<file path="config.mk">
export PLATFORM = sky130hd
export DESIGN_NAME = mem_arbiter_flat
export DESIGN_NICKNAME = d
export VERILOG_FILES = /design/src/rtl/mem_arbiter_if.sv /design/src/rtl/mem_arbiter.sv /design/src/flat_wrapper.sv
export SDC_FILE = /design/constraint.sdc
export NUM_CORES = 1
export LEC_CHECK = 0
export BUFFER_PORTS_ARGS = -buffer_cell sky130_fd_sc_hd__clkbuf_2
export CAP_MARGIN = 30
export CORE_AREA = 2 2 122 124
export CTS_CLUSTER_DIAMETER = 150
export DETAILED_ROUTE_END_ITERATION = 12
export DIE_AREA = 0 0 124 126
export MAX_ROUTING_LAYER = met4
export PLACE_DENSITY_LB_ADDON = 0.1
export SYNTH_ARGS = -nofsm -noshare
export SYNTH_HDL_FRONTEND = slang
export SYNTH_SLANG_ARGS = --single-unit
</file>
<file path="constraint.sdc">
create_clock -name clk -period 2.5 [get_ports clk]
set_clock_uncertainty 0.2 [all_clocks]
set_input_delay 0.125 -clock clk [delete_from_list [all_inputs] [get_ports clk]]
set_output_delay 0.125 -clock clk [all_outputs]
set_load 0.02 [all_outputs]
</file>
<file path="src/rtl/mem_arbiter_if.sv">
// Requester-side bus shared by the CPU datapath and the debug loader ports of mem_arbiter.
`default_nettype none

interface mem_arbiter_if #(
  parameter int ADDR_W = 32,
  parameter int DATA_W = 32
);
  logic              req;
  logic              we;
  logic [ADDR_W-1:0] addr;
  logic [DATA_W-1:0] wdata;
  logic [2:0]        funct3;
  logic              gnt;
  logic              rvalid;
  logic [DATA_W-1:0] rdata;

  modport master (
    output req, we, addr, wdata, funct3,
    input  gnt, rvalid, rdata
  );

  modport slave (
    input  req, we, addr, wdata, funct3,
    output gnt, rvalid, rdata
  );
endinterface

`default_nettype wire

</file>
<file path="src/rtl/mem_arbiter.sv">
// +--------------------------------------------------------------------------+
// | mem_arbiter: round-robin access to one sync-read memory for cpu and dbg, |
// | with a bounded bus lock that lets dbg run atomic multi-word sequences.   |
// | Revision: 1.0 - initial release                                         |
// +--------------------------------------------------------------------------+
`default_nettype none

module mem_arbiter #(
  parameter int ADDR_W   = 32,
  parameter int DATA_W   = 32,
  parameter int MAX_LOCK = 64
) (
  input  wire logic              clk,
  input  wire logic              reset,
  mem_arbiter_if.slave           cpu,
  mem_arbiter_if.slave           dbg,
  input  wire logic              dbg_lock,
  output logic                   mem_wren,
  output logic [ADDR_W-1:0]      mem_addr,
  output logic [DATA_W-1:0]      mem_wdata,
  output logic [2:0]             mem_funct3,
  input  wire logic [DATA_W-1:0] mem_rdata,
  output logic                   lock_timeout
);

  localparam int            CNT_W   = $clog2(MAX_LOCK);
  localparam logic [CNT_W-1:0] CNT_MAX = CNT_W'(MAX_LOCK - 1);

  typedef enum logic [1:0] {
    OPEN    = 2'd0,
    LOCKED  = 2'd1,
    EXPIRED = 2'd2
  } lock_state_t;

  lock_state_t      state;
  lock_state_t      state_nxt;
  logic [CNT_W-1:0] lock_cnt;
  logic             last_dbg;
  logic             expire;
  logic             grant_cpu;
  logic             grant_dbg;
  logic             rvalid_cpu;
  logic             rvalid_dbg;

  // Ties go to whichever port was not granted last; a lock shuts the CPU out.
  always_comb begin
    grant_cpu = 1'b0;
    grant_dbg = 1'b0;
    if (state == LOCKED) begin
      grant_dbg = dbg.req;
    end else if (cpu.req && (!dbg.req || last_dbg)) begin
      grant_cpu = 1'b1;
    end else if (dbg.req) begin
      grant_dbg = 1'b1;
    end
  end

  always_comb begin
    state_nxt = state;
    expire    = 1'b0;
    case (state)
      OPEN: begin
        if (grant_dbg && dbg_lock) state_nxt = LOCKED;
      end
      LOCKED: begin
        if (!dbg_lock) begin
          state_nxt = OPEN;
        end else if (lock_cnt == CNT_MAX) begin
          state_nxt = EXPIRED;
          expire    = 1'b1;
        end
      end
      EXPIRED: begin
        if (!dbg_lock) state_nxt = OPEN;
      end
      default: state_nxt = OPEN;
    endcase
  end

  always_ff @(posedge clk or negedge reset) begin
    if (!reset) begin
      state        <= OPEN;
      lock_cnt     <= '0;
      last_dbg     <= 1'b1;
      rvalid_cpu   <= 1'b0;
      rvalid_dbg   <= 1'b0;
      lock_timeout <= 1'b0;
    end else begin
      state        <= state_nxt;
      lock_timeout <= expire;
      rvalid_cpu   <= grant_cpu && !cpu.we;
      rvalid_dbg   <= grant_dbg && !dbg.we;
      // Held at zero outside LOCKED, so entering LOCKED always starts from 0.
      if (state != LOCKED) begin
        lock_cnt <= '0;
      end else if (lock_cnt != CNT_MAX) begin
        lock_cnt <= lock_cnt + 1'b1;
      end
      if (grant_dbg) begin
        last_dbg <= 1'b1;
      end else if (grant_cpu) begin
        last_dbg <= 1'b0;
      end
    end
  end

  always_comb begin
    mem_wren   = 1'b0;
    mem_addr   = '0;
    mem_wdata  = '0;
    mem_funct3 = 3'b010;
    if (grant_cpu) begin
      mem_wren   = cpu.we;
      mem_addr   = cpu.addr;
      mem_wdata  = cpu.wdata;
      mem_funct3 = cpu.funct3;
    end else if (grant_dbg) begin
      mem_wren   = dbg.we;
      mem_addr   = dbg.addr;
      mem_wdata  = dbg.wdata;
      mem_funct3 = dbg.funct3;
    end
  end

  assign cpu.gnt    = grant_cpu;
  assign dbg.gnt    = grant_dbg;
  assign cpu.rvalid = rvalid_cpu;
  assign dbg.rvalid = rvalid_dbg;
  assign cpu.rdata  = mem_rdata;
  assign dbg.rdata  = mem_rdata;

endmodule

`default_nettype wire

</file>
<file path="src/flat_wrapper.sv">
// flat-port wrapper written by rule: the top's interface ports become plain ports
module mem_arbiter_flat 
#(
  parameter int ADDR_W   = 32,
  parameter int DATA_W   = 32,
  parameter int MAX_LOCK = 64
)
  (clk, reset, dbg_lock, mem_wren, mem_addr, mem_wdata, mem_funct3, mem_rdata, lock_timeout, cpu_req, cpu_we, cpu_addr, cpu_wdata, cpu_funct3, cpu_gnt, cpu_rvalid, cpu_rdata, dbg_req, dbg_we, dbg_addr, dbg_wdata, dbg_funct3, dbg_gnt, dbg_rvalid, dbg_rdata);
  mem_arbiter_if #(.ADDR_W(ADDR_W), .DATA_W(DATA_W)) cpu_i ();
  mem_arbiter_if #(.ADDR_W(ADDR_W), .DATA_W(DATA_W)) dbg_i ();
  input  wire logic clk;
  input  wire logic reset;
  input  wire logic dbg_lock;
  output logic mem_wren;
  output logic [ADDR_W-1:0] mem_addr;
  output logic [DATA_W-1:0] mem_wdata;
  output logic [2:0] mem_funct3;
  input  wire logic [DATA_W-1:0] mem_rdata;
  output logic lock_timeout;
  input wire logic [$bits(cpu_i.req)-1:0] cpu_req;
  input wire logic [$bits(cpu_i.we)-1:0] cpu_we;
  input wire logic [$bits(cpu_i.addr)-1:0] cpu_addr;
  input wire logic [$bits(cpu_i.wdata)-1:0] cpu_wdata;
  input wire logic [$bits(cpu_i.funct3)-1:0] cpu_funct3;
  output wire logic [$bits(cpu_i.gnt)-1:0] cpu_gnt;
  output wire logic [$bits(cpu_i.rvalid)-1:0] cpu_rvalid;
  output wire logic [$bits(cpu_i.rdata)-1:0] cpu_rdata;
  input wire logic [$bits(dbg_i.req)-1:0] dbg_req;
  input wire logic [$bits(dbg_i.we)-1:0] dbg_we;
  input wire logic [$bits(dbg_i.addr)-1:0] dbg_addr;
  input wire logic [$bits(dbg_i.wdata)-1:0] dbg_wdata;
  input wire logic [$bits(dbg_i.funct3)-1:0] dbg_funct3;
  output wire logic [$bits(dbg_i.gnt)-1:0] dbg_gnt;
  output wire logic [$bits(dbg_i.rvalid)-1:0] dbg_rvalid;
  output wire logic [$bits(dbg_i.rdata)-1:0] dbg_rdata;
  assign cpu_i.req = cpu_req;
  assign cpu_i.we = cpu_we;
  assign cpu_i.addr = cpu_addr;
  assign cpu_i.wdata = cpu_wdata;
  assign cpu_i.funct3 = cpu_funct3;
  assign cpu_gnt = cpu_i.gnt;
  assign cpu_rvalid = cpu_i.rvalid;
  assign cpu_rdata = cpu_i.rdata;
  assign dbg_i.req = dbg_req;
  assign dbg_i.we = dbg_we;
  assign dbg_i.addr = dbg_addr;
  assign dbg_i.wdata = dbg_wdata;
  assign dbg_i.funct3 = dbg_funct3;
  assign dbg_gnt = dbg_i.gnt;
  assign dbg_rvalid = dbg_i.rvalid;
  assign dbg_rdata = dbg_i.rdata;
  mem_arbiter #(.ADDR_W(ADDR_W), .DATA_W(DATA_W), .MAX_LOCK(MAX_LOCK)) u_core (.clk(clk), .reset(reset), .cpu(cpu_i), .dbg(dbg_i), .dbg_lock(dbg_lock), .mem_wren(mem_wren), .mem_addr(mem_addr), .mem_wdata(mem_wdata), .mem_funct3(mem_funct3), .mem_rdata(mem_rdata), .lock_timeout(lock_timeout));
endmodule
</file>
Yosys cells after proc, flatten, opt, wreduce, memory -nomap -nowiden
Index checks and enable logic that the tools add are counted.
Widths: inputs -> output; s select.
- $add $sub $neg: 1
- multipliers: 0
- div/mod/pow operators: 0
- $lt $le $gt $ge: 0
- equality and inequality tests: 8
- shifts and indexed selects: 0
- muxes and demuxes: 25
- bitwise operators: 0
- reductions and logical operators: 12
- operators with widths (cell ; number):
    $mux 32 ; 4
    $mux 1 ; 12
    $mux 6 ; 2
    $mux 2 ; 4
    $add 6x1->6 const B ; 1
    $eq 6x6->1 const B ; 1
    $mux 3 ; 2
    $ne 6x6->1 const B ; 1
    $pmux 2 s3 ; 1
    $logic_and 1x1->1 ; 4
    $ne 2x1->1 const B ; 2
    $reduce_bool 2->1 ; 2
    $logic_not 1->1 ; 3
    $ne 3x3->1 const B ; 1
    $reduce_and 3->1 ; 1
    $eq 2x1->1 const B ; 1
    $eq 2x2->1 const B ; 1
    $logic_not 2->1 ; 1
    $ne 2x2->1 const B ; 1
    $logic_or 1x1->1 ; 1
- bits in registers: 12
- bits in latches: 0
- bits in writable memories: 0
- memory bits (read-only): 0
- input bits: 173
- output and inout port bits: 137
- word-level logic and storage cells: 52
- memories: 0

Logic depth before layout (Yosys ltp)
Gate-level depths: netlist of the first run.
- word-level depth: 8
- gate-level depth with buffers: 7

Worst setup path after synthesis of the first run
OpenSTA, ideal clock, no wires.
- kind: register -> output
- start: reg u_core.last_dbg
- end: out mem_addr[23]
- data arrival time: 1.327 ns
- data required time: 2.175 ns
- slack: 0.848 ns
- cell stages (with the launch flop): 6
- path through: dfstp_2 -> nand2b_2 -> buf_6 -> clkbuf_1 -> nand4_1 -> o21ai_1
- word-level cells in the longest chain between the ends: 6
- elaborated cells between the ends (all ways): 8
- ends and longest elaborated chain (what ; RTL line ; source):
    start: declaration ; mem_arbiter.sv:38 ; logic last_dbg;
    start signal: assignment ; mem_arbiter.sv:84 ; last_dbg <= 1'b1;
    start signal: assignment ; mem_arbiter.sv:100 ; last_dbg <= 1'b1;
    start signal: assignment ; mem_arbiter.sv:102 ; last_dbg <= 1'b0;
    $logic_or 1x1->1 (*) ; mem_arbiter.sv:51 ; end else if (cpu.req && (!dbg.req || last_dbg)) begin
    $logic_and 1x1->1 (*) ; mem_arbiter.sv:51 ;
    $mux 1 ; mem_arbiter.sv:51 ;
    $mux 1 ; mem_arbiter.sv:49 ; if (state == LOCKED) begin
    $mux 32 ; mem_arbiter.sv:117 ; end else if (grant_dbg) begin
    $mux 32 (*) ; mem_arbiter.sv:112 ; if (grant_cpu) begin
    end: declaration ; flat_wrapper.sv:15 ; output logic [ADDR_W-1:0] mem_addr;
Every way passes the cells marked *; elsewhere a longest branch is shown, timed or not.

Worst setup path in the final report of the first run
- start: reg u_core.last_dbg
- end: out mem_wdata[24]
- word-level cells in the longest chain between the ends: 6
- elaborated cells between the ends (all ways): 8
- ends and longest elaborated chain (what ; RTL line ; source):
    $logic_or 1x1->1 (*) ; mem_arbiter.sv:51 ;
    $logic_and 1x1->1 (*) ; mem_arbiter.sv:51 ;
    $mux 1 ; mem_arbiter.sv:51 ;
    $mux 1 ; mem_arbiter.sv:49 ;
    $mux 32 ; mem_arbiter.sv:117 ;
    $mux 32 (*) ; mem_arbiter.sv:112 ;
    end: declaration ; flat_wrapper.sv:16 ; output logic [DATA_W-1:0] mem_wdata;
Marks and branches as above.

==> results of run 1 <==
## registers in the layout, summed over array words and instances, names as in the netlist
name	count
u_core.cpu.rvalid	1
u_core.dbg.rvalid	1
u_core.last_dbg	1
u_core.lock_cnt	6
u_core.lock_timeout	1
u_core.state	2
## routing by layer
layer,vias up,part of all wire,GRT usage
met5,-,0,-
met4,0,0.027,0.0476
met3,25,0.093,0.0186
met2,191,0.50,0.212
met1,1344,0.38,0.126
li1,1471,-,-
## cell usage after synthesis
cell type	instances
and3_1	2
o21ai_1	67
nor2b_1	1
nand3_1	3
buf_2	11
inv_1	1
nor2_1	4
dfrtp_1	11
nor4_1	1
nand2b_2	1
nor3b_2	1
and2_0	1
clkbuf_1	14
ha_1	1
o21ai_0	4
a21oi_1	3
nand3_2	1
a31oi_1	2
o21a_1	1
and4_1	1
inv_4	1
mux2_2	1
buf_6	8
buf_4	70
a21boi_0	1
nand2b_1	3
nand2_1	71
nor3_1	4
dfstp_2	1
nand4_1	67
nand3b_1	1
a311oi_1	1
and2_1	1
## worst paths after layout
path	slack, ns	cells after the start	startpoint	endpoint
max	0.27	6	u_core.last_dbg	mem_wdata[24]
min	-0.007	3	cpu_req	u_core.cpu.rvalid
max reg2reg	0.92	3	u_core.lock_cnt[0]	u_core.state[0]
min reg2reg	0.29	2	u_core.last_dbg	u_core.last_dbg
max in group asynchronous	1.69	2	reset	u_core.last_dbg
min in group asynchronous	0.11	2	reset	u_core.dbg.rvalid
## power by group through the flow
stage                     logic (uW)  clock network, uW  registers (uW)
after floorplan                  580                  0             215
after global placement           701                  0             215
after detailed placement         698                  0             215
after CTS                        705                308             212
after global routing             765                318             213
final                            692                301             212
## kinds of logic (layout without fill, tap and decap cells)
group,after synthesis,count (layout)
other,0,1
AOI/OAI and AO/OA,79,79
DFF,12,12
muxes,1,1
adders and majority gates,1,1
buffers and inverters,105,229
and+or+nand+nor,163,163
## repair_timing
item | 4_1_cts | 5_1_grt
hold buffers | 4 | 0
endpoints found under the hold margin | 17 | 0
setup endpoints to repair | 0 | 0
resized for setup | 0 | 0
## per-stage QoR
step                      cells  worst slack [ns]  hold WS (ns)
final                       670             0.265      -0.00738
after global routing        670             0.137        0.0140
after CTS                   669             0.242     0.0000743
after detailed placement    661             0.506        -0.162
after global placement      661             0.552        -0.155
after floorplan             361             0.848        -0.371
## area by class of cell
type / count / area share
antenna: 1 / 0.000815
inverter: 2 / 0.00326
tap: 184 / 0.0749
timing repair buffer: 223 / 0.383
sequential: 12 / 0.0982
multi-input combinational: 244 / 0.414
clock buffer: 4 / 0.0257
## worst max-delay path, delay by kind of cell (launching register included)
kind / cells / cell delay (ns)
buf+inv: 3 / 0.70
flops: 1 / 0.53
simple gates: 2 / 0.28
compound gates: 1 / 0.12
## cell usage in the layout (no fill, tap or decap), drive strengths merged
cell / n
mux2: 1
a311oi: 1
o21ai: 71
nand2: 71
buf: 6
nor3: 4
nand3b: 1
and4: 1
dlygate4sd3: 4
a21oi: 3
inv: 2
and3: 2
nand3: 4
dfstp: 1
o21a: 1
nand2b: 4
nor4: 1
nor3b: 1
a21boi: 1
nor2b: 1
dfrtp: 11
nor2: 4
clkbuf: 217
a31oi: 2
diode: 1
nand4: 67
ha: 1
and2: 2
==> results.md, run 1 <==
* Status: complete, but fails checks
* Failing checks: hold timing
* Die span in x at 124 um
* GRT overflow at 0
* Vias in the first global route at 2878
* Synth top area cells: buf_4 23%, nand4_1 18%, o21ai_1 15%
* Synth unique cells at 33
* Slew HR at 0.507
* NetSw at 533 uW
* Final setup violation count at 0
* Post-Synth Adder-Cell Area at 0.00543
* CP Class: reg -> out
* Area post-placement at 2950 um2
* Hold WS at -0.00738 ns
* Cell Chain, Critical Path: nand2b_2, nand3_2, inv_4, buf_12, o21ai_1, clkbuf_2
* TritonCTS Buffers at 3
* Pwr/cell area at 392 nW/um2
* Crit start category: register
* Synthesis Warnings at 0
* Sequential Area at 302 um2
* Post-Syn Instances at 361
* ANT nets after route at 0
* Max IR drop VDD at 0.174 mV
* Yosys reg bits at 12
* Final Cell Area at 3070 um2
* Tmin final at 2.23 ns
* Pre-Repair DR Iteration Count at 4
* Area taken by multi-input logic gates at 1270 um2
* Worst Hold Class: in -> reg
* Share of the synthesized area in the top cell type at 0.228
* Die Y-Extent at 126 um
* Vias after detailed routing at 3031
* Slowest-stage cell, CP: dfstp_2
* Fill cells at 1654
* Simple-gate portion of the synthesized area at 0.364
* Initial Utilization at 0.161
* Share of cells above drive strength 1 at 0.472
* Largest family of logic cells by synthesized area: simple AND/OR/NAND/NOR gates
* Period Utilization, post-route at 0.894
* All-layer global routing usage at 0.117
* WL final at 9510 um
* Worst-Margin Slew at 0.740 ns
* Internal power at 672 uW
* Number of hold violations in the final report at 1
* Post-DP HPWL at 7090 um
* Compound-gate portion of the synthesized area at 0.176
* IO Port Bufs at 213
* Critical Path Max Stage Delay at 0.53 ns
* Switch share at 0.442
* Clock slew seen by the registers of the worst setup and hold paths at 0.05 ns
* Largest net degree at the start of global routing at 73
* Synthesized cell area at 2300 um2
* Core footprint at 14300 um2
* Post-Syn Nets at 535
* Leakage at 0.00158 uW
* Setup bufs post-CTS at 0
* Crit-path max FO at 44
* Vias/cell at 4.52
* Worst-Skew Late Latency at 0.24 ns
* Area Overhead vs Synth at 33.3%
* Routed WL per cell at 14.2 um
* Sink Count at 12
* Drt drc at 0
* Slew Limit Fails at 0
* H-tree depth at 1
* Max-Cap Viols at 0
* CTS root buffer: clkbuf_16
* Layout Nets at 660
* Die footprint at 15600 um2
* Post-synthesis sequential area ratio at 0.131
* I/O pins at 310
* Worst Path Required at 2.17 ns
* RSZ-0062 raised after global routing: no
* Sequential share of power at 0.176
* Initial DRC count at 146
* First-pass GRT wire length at 14200 um
* Total power after layout at 1210 uW
* Final TNS setup at 0 ns
* Area leader, netlist: buf_4
* Clock power share at 0.250
* Setup crit end kind: output pin
* Avg Inst Size Synth at 6.38 um2
* Initial antenna violation count at 1
* XOR/XNOR share of the synthesized area at 0
* Worst EP arrival at 1.91 ns
* Maximum clock insertion buffer count at 2
* Fin util at 0.215
* Routability cong. at 0.759
* # rows at 44
* TritonCTS clock tree: built
* Multiplexer share of the synthesized area at 0.00489
* Gate power share at 0.574
* Max Freq at 0.447 GHz
No activity file was read; power rests on OpenSTA's default activity.
==> inputs of run 2 (changes only) <==
--- a/config.mk
+++ b/config.mk
@@ -5,12 +5,15 @@
 export SDC_FILE = /design/constraint.sdc
 export NUM_CORES = 1
 export LEC_CHECK = 0
+export ABC_AREA = 1
 export BUFFER_PORTS_ARGS = -buffer_cell sky130_fd_sc_hd__clkbuf_2
 export CAP_MARGIN = 30
-export CORE_AREA = 2 2 122 124
+export CELL_PAD_IN_SITES_DETAIL_PLACEMENT = 2
+export CELL_PAD_IN_SITES_GLOBAL_PLACEMENT = 2
+export CORE_MARGIN = 2
+export CORE_UTILIZATION = 11
 export CTS_CLUSTER_DIAMETER = 150
 export DETAILED_ROUTE_END_ITERATION = 12
-export DIE_AREA = 0 0 124 126
 export MAX_ROUTING_LAYER = met4
 export PLACE_DENSITY_LB_ADDON = 0.1
 export SYNTH_ARGS = -nofsm -noshare
==> constraint.sdc (replaced) <==
create_clock -name clk -period 2.5 [get_ports clk]
set_clock_uncertainty 0.2 [all_clocks]
set_input_delay 0.25 -clock clk [delete_from_list [all_inputs] [get_ports clk]]
set_output_delay 0.25 -clock clk [all_outputs]
set_load 0.02 [all_outputs]
==> run 2 against run 1 <==
  * The run still ends with hold timing left
  * Global-route usage fell by 1.8 points
  * Register-to-register slack got worse by 0.12 ns
  * Sequential cell count did not move
  * Via count fell by 15%
  * Largest cell class is now buffers
  * Highest routed layer unchanged
==> results.md, run 2 <==
* Status: complete, but fails checks
* Failing checks: hold timing
* ANT nets after route at 0
* Final TNS setup at 0 ns
* Tmin final at 2.31 ns
* Fill cells at 2181
* Yosys reg bits at 12
* Core footprint at 17200 um2
* Most common cell after layout, fill and taps aside: clkbuf_2
* Routability cong. at 0.683
* IO Port Bufs at 213
* Number of hold violations in the final report at 1
* TritonCTS Buffers at 3
* Worst-Skew Late Latency at 0.24 ns
* Clock slew seen by the registers of the worst setup and hold paths at 0.05 ns
* Fraction of registers with async set/reset at 1.00
* Die Y-Extent at 136 um
* Leakage at 0.00185 uW
* Synth unique cells at 26
* Period Utilization, post-route at 0.923
* NetSw at 596 uW
* Sequential share of power at 0.174
* Area Overhead vs Synth at 49.2%
* Switch share at 0.446
* RSZ-0062 raised after global routing: no
* Vias/cell at 3.63
* CTS root buffer: clkbuf_16
* Resized cells post-CTS at 0
* Number of synthesized flops with an enable pin at 0
* Slew HR at 0.747
* R2r startpoint: u_core.lock_cnt[0]
* HP Start: cpu_we
* Avg Inst Size Synth at 5.74 um2
* Maximum clock insertion buffer count at 2
* Antenna Cells at 0
* Initial DRC count at 33
* Crit-path max FO at 29
* Pwr/cell area at 466 nW/um2
* Commonest cells post-synth: 200 x nand2_1, 65 x buf_4, 11 x dfrtp_1, 11 x nand2_2, 8 x buf_2
* Sink Count at 12
* Setup bufs post-CTS at 0
* Die footprint at 18600 um2
* # rows at 48
* Hold WS at -0.00185 ns
* Largest register FFs at 6
* Critical Path Max Stage Delay at 0.39 ns
* Internal power at 740 uW
* Vias in the first global route at 2851
* Routed WL per cell at 13.4 um
* H-tree depth at 1
* Max IR drop VDD at 0.166 mV
* Post-Syn Instances at 335
* Biggest regs: u_core.lock_cnt: 6 flops, u_core.state: 2 flops
* Worst Path Required at 2.05 ns
* Top FF cell, synth: dfrtp_1
* Vias after detailed routing at 2567
* Crit start category: register
* Max-Cap Viols at 0
* Post-DP HPWL at 8180 um
* Max Freq at 0.433 GHz
* All-layer global routing usage at 0.0989
* GRT overflow at 0
* Cell Chain, Critical Path: inv_2, nand2_4, nand3_4, nand2_4, inv_4, buf_4, nand2_1, nand2_1, clkbuf_2
* Setup crit end kind: output pin
* Share of the synthesized area in the top cell type at 0.390
* Drt drc at 0
* Worst-Margin Slew at 0.380 ns
* Worst EP arrival at 1.86 ns
* Layout Nets at 657
* Final setup violation count at 0
* I/O pins at 310
* Top-count cell post-synth: nand2_1
* Slew Limit Fails at 0
* Die span in x at 136 um
* Synth top area cells: nand2_1 39%, buf_4 25%, dfrtp_1 14%
* TritonCTS clock tree: built
* Clock power share at 0.248
* Post-synthesis sequential area ratio at 0.157
* Synthesis Warnings at 0
* Area leader, netlist: nand2_1
* Pre-Repair DR Iteration Count at 4
* WL final at 9470 um
* Synthesized cell area at 1920 um2
* Initial antenna violation count at 0
* CP Class: reg -> out
* Worst Hold Class: in -> reg
* CP Launch Point: u_core.state[1]
* Post-Syn Nets at 509
* Slowest-stage cell, CP: dfrtp_1
* Largest net degree at the start of global routing at 33
* Register with the most flip-flops: u_core.lock_cnt
* Gate power share at 0.578
* First-pass GRT wire length at 14300 um
* Initial Utilization at 0.112
* Most frequent cells in the layout: 213 x clkbuf_2, 200 x nand2_1, 11 x nand2_2, 11 x dfrtp_1, 7 x nor2_1
* Share of cells above drive strength 1 at 0.500
run 2: worst paths after layout:
kind                                 endpoint  slack (ns)  depth (start not counted)
min in group asynchronous     u_core.state[0]        0.24                          2
min                         u_core.cpu.rvalid      -0.002                          2
max in group asynchronous     u_core.last_dbg        1.57                          2
max                              mem_addr[27]        0.19                          9
min reg2reg                   u_core.last_dbg        0.33                          2
max reg2reg                u_core.lock_cnt[0]        0.80                          8
run 2: area by class of cell:
cell class                      count  area (um2)  area share
Timing Repair Buffer              221        1170       0.407
Inverter                            8        32.5      0.0113
Multi-Input combinational cell    237         996       0.347
Tap cell                          225         282      0.0981
Clock buffer                        4        88.8      0.0310
Sequential cell                    12         302       0.105
run 2: critical path, delay by kind of cell, from the launching register on:
| kind | cells | cell delay, ns |
|---|---|---|
| buf+inv | 4 | 0.81 |
| flops | 1 | 0.39 |
| simple gates | 5 | 0.41 |
run 2: per-stage QoR:
| step | cell area, um2 | cells | power [uW] | worst slack (ns) | util |
|---|---|---|---|---|---|
| after detailed placement | 2760 | 701 | 1030 | 0.362 | 0.161 |
| after CTS | 2870 | 707 | 1370 | 0.0975 | 0.167 |
| after floorplan | 1920 | 335 | 830 | 0.778 | - |
| final | 2870 | 707 | 1340 | 0.192 | 0.167 |
| after global routing | 2870 | 707 | 1450 | 0.0319 | 0.167 |
| after global placement | 2760 | 701 | 1020 | 0.410 | 0.161 |
run 2: power by group through the flow:
stage               Clock [uW]  Combinational, uW  Sequential (uW)
finish                     332                772              232
global placement             0                783              234
detailed placement           0                791              235
floorplan                    0                596              234
global route               352                865              236
CTS                        339                799              233
run 2: metal layers:
layer,global-route usage,wire length (um),vias to the layer above
met4,0.0203,123,0
met5,-,0,-
met1,0.107,3530,1125
met2,0.166,4430,192
li1,-,-,1233
met3,0.0451,1380,17
run 2: what timing repair did:
action / CTS / global route
hold endpoints to repair: 12 / 0
hold buffers: 2 / 0
endpoints found under the setup margin: 0 / 0
run 2: kinds of logic after synthesis:
| kind of cell | after synthesis | share of synthesized area |
|---|---|---|
| compound gates | 9 | 0.0306 |
| xor+xnor | 2 | 0.00911 |
| fa+ha+maj | 1 | 0.00651 |
| buf+inv | 86 | 0.325 |
| flops | 12 | 0.157 |
| simple gates | 225 | 0.472 |
==> inputs of run 3 (changes only) <==
--- a/config.mk
+++ b/config.mk
@@ -15,7 +15,7 @@
 export CTS_CLUSTER_DIAMETER = 150
 export DETAILED_ROUTE_END_ITERATION = 12
 export MAX_ROUTING_LAYER = met4
-export PLACE_DENSITY_LB_ADDON = 0.1
+export PLACE_DENSITY = 0.95
 export SYNTH_ARGS = -nofsm -noshare
 export SYNTH_HDL_FRONTEND = slang
 export SYNTH_SLANG_ARGS = --single-unit
==> run 3 against run 2 <==
  * The flow now finishes without violations
  * Worst hold slack better by 0.082 ns
  * First-iteration DRC count unchanged
  * Power down 2.1%
  * Largest power group unchanged
==> results.md, run 3 (synthesis results as in run 2) <==
* Status: finished, final reports clean
* Most frequent cells in the layout: 213 x clkbuf_2, 200 x nand2_1, 11 x nand2_2, 11 x dfrtp_1, 7 x nor2_1
* Fill cells at 2153
* Worst-Margin Slew at 0.383 ns
* Hold EP: u_core.state[1]
* Clock slew seen by the registers of the worst setup and hold paths at 0.04 ns
* Slew HR at 0.745
* Die footprint at 18600 um2
* Max-Cap Viols at 0
* Sequential Area at 302 um2
* Slack of the critical path at 0.214 ns
* Initial Utilization at 0.112
* Pre-Repair DR Iteration Count at 4
* Sink Count at 12
* TritonCTS clock tree: built
* GR Util met3 at 0.0220
* First-pass GRT wire length at 13100 um
* FF-to-FF setup slack at 0.74 ns
* Non-filler instance count after layout at 706
* Core footprint at 17200 um2
* Period Utilization, post-route at 0.914
* Max IR drop VDD at 0.168 mV
* I/O pins at 310
* Most common cell after layout, fill and taps aside: clkbuf_2
* Crit start category: register
* WHS Path Cells at 3
* Vias in the first global route at 2724
* IO Port Bufs at 213
* Drt drc at 0
* ANT nets after route at 0
* Worst Path Required at 2.05 ns
* Crit-path max FO at 31
* Hold WS at 0.0799 ns
* Area post-placement at 2720 um2
* All-layer global routing usage at 0.0917
* CP Class: reg -> out
* R2r startpoint: u_core.lock_cnt[0]
* Final Cell Area at 2840 um2
* Number of hold violations in the final report at 0
* RSZ-0062 raised after global routing: no
* Antenna Cells at 0
* # rows at 48
* Met2 Track Usage GR at 0.176
* Slowest-stage cell, CP: dfrtp_1
* Maximum clock insertion buffer count at 2
* Routability cong. at 0.725
* Resized cells post-CTS at 0
* Final setup violation count at 0
* Leakage at 0.00184 uW
* RR Endpoint: u_core.lock_cnt[0]
* GRT overflow at 0
* Largest net degree at the start of global routing at 38
* Die Y-Extent at 136 um
* Area taken by multi-input logic gates at 996 um2
* Path depth of the worst reg2reg path at 8
* Pwr/cell area at 461 nW/um2
* Grt peak-use layer: met2
* Slew Limit Fails at 0
* Worst EP arrival at 1.84 ns
* Layout Nets at 656
* Register with the most flip-flops: u_core.lock_cnt
* Worst Hold Class: in -> reg
* Vias after detailed routing at 2563
* Tmin final at 2.29 ns
* Worst-Skew Late Latency at 0.24 ns
* Initial DRC count at 33
* Critical Path Max Stage Delay at 0.38 ns
* Setup WS pre-CTS at 0.405 ns
* Share of cells above drive strength 1 at 0.497
* Post-DP HPWL at 7780 um
* Max Freq at 0.438 GHz
* # placed instances at 699
* CTS root buffer: clkbuf_16
* Setup crit end kind: output pin
* Met1 Usage GRT at 0.0919
* Setup bufs post-CTS at 0
* Die span in x at 136 um
* Area Overhead vs Synth at 47.6%
* Biggest regs: u_core.lock_cnt: 6 flops, u_core.state: 2 flops
* Routed WL per cell at 12.8 um
* Vias/cell at 3.63
* HP Start: dbg_lock
* TritonCTS Buffers at 3
* Cell Chain, Critical Path: inv_2, nand2_4, nand3_4, nand2_4, inv_4, buf_12, nand2_1, nand2_1, clkbuf_2
* H-tree depth at 1
* Final TNS setup at 0 ns
* Largest register FFs at 6
* WL final at 9040 um
* Initial antenna violation count at 0
## run 3: where the power goes
| group | switching (uW) | internal, uW | leakage [uW] |
|---|---|---|---|
| clock network | 82.2 | 241 | 0.0000442 |
| logic | 485 | 267 | 0.00164 |
| registers | 15.9 | 216 | 0.000160 |
| total | 583 | 725 | 0.00184 |
## run 3: worst max-delay path: cells and delay by family (launching register included)
kind / cells / cell delay [ns]
buffers and inverters: 4 / 0.72
AND/OR/NAND/NOR: 5 / 0.46
flip-flops: 1 / 0.38
## run 3: routing by layer
metal	vias up	wire (um)
met2	176	4790
met3	20	952
met5	-	0
met4	0	167
li1	1232	-
met1	1135	3120
## run 3: worst max path at each step
stage               startpoint  cells past startpoint  slack, ns       endpoint
2_1_floorplan  u_core.last_dbg                      8       0.78  mem_wdata[13]
3_3_place_gp   u_core.state[1]                      9       0.45    mem_addr[1]
3_5_place_dp   u_core.state[1]                      9       0.40    mem_addr[1]
4_1_cts        u_core.state[1]                      9       0.14    mem_addr[1]
5_1_grt        u_core.state[1]                      9       0.05    mem_addr[1]
6_report       u_core.state[1]                      9       0.21    mem_addr[1]
## run 3: metrics by stage
step,power [uW],utilization
2_1_floorplan,830,-
3_3_place_gp,975,0.158
3_5_place_dp,1000,0.158
4_1_cts,1340,0.165
5_1_grt,1410,0.165
6_report,1310,0.165
## run 3: cell type report
cell class,instances,share of cell area
Timing Repair Buffer,220,0.401
Multi-Input combinational cell,237,0.351
Sequential cell,12,0.106
Tap cell,225,0.0992
Clock buffer,4,0.0313
Inverter,8,0.0115
## run 3: timing repair
action	4_1_cts	5_1_grt
endpoints found under the hold margin	14	0
hold buffers	3	0
setup endpoints to repair	0	0
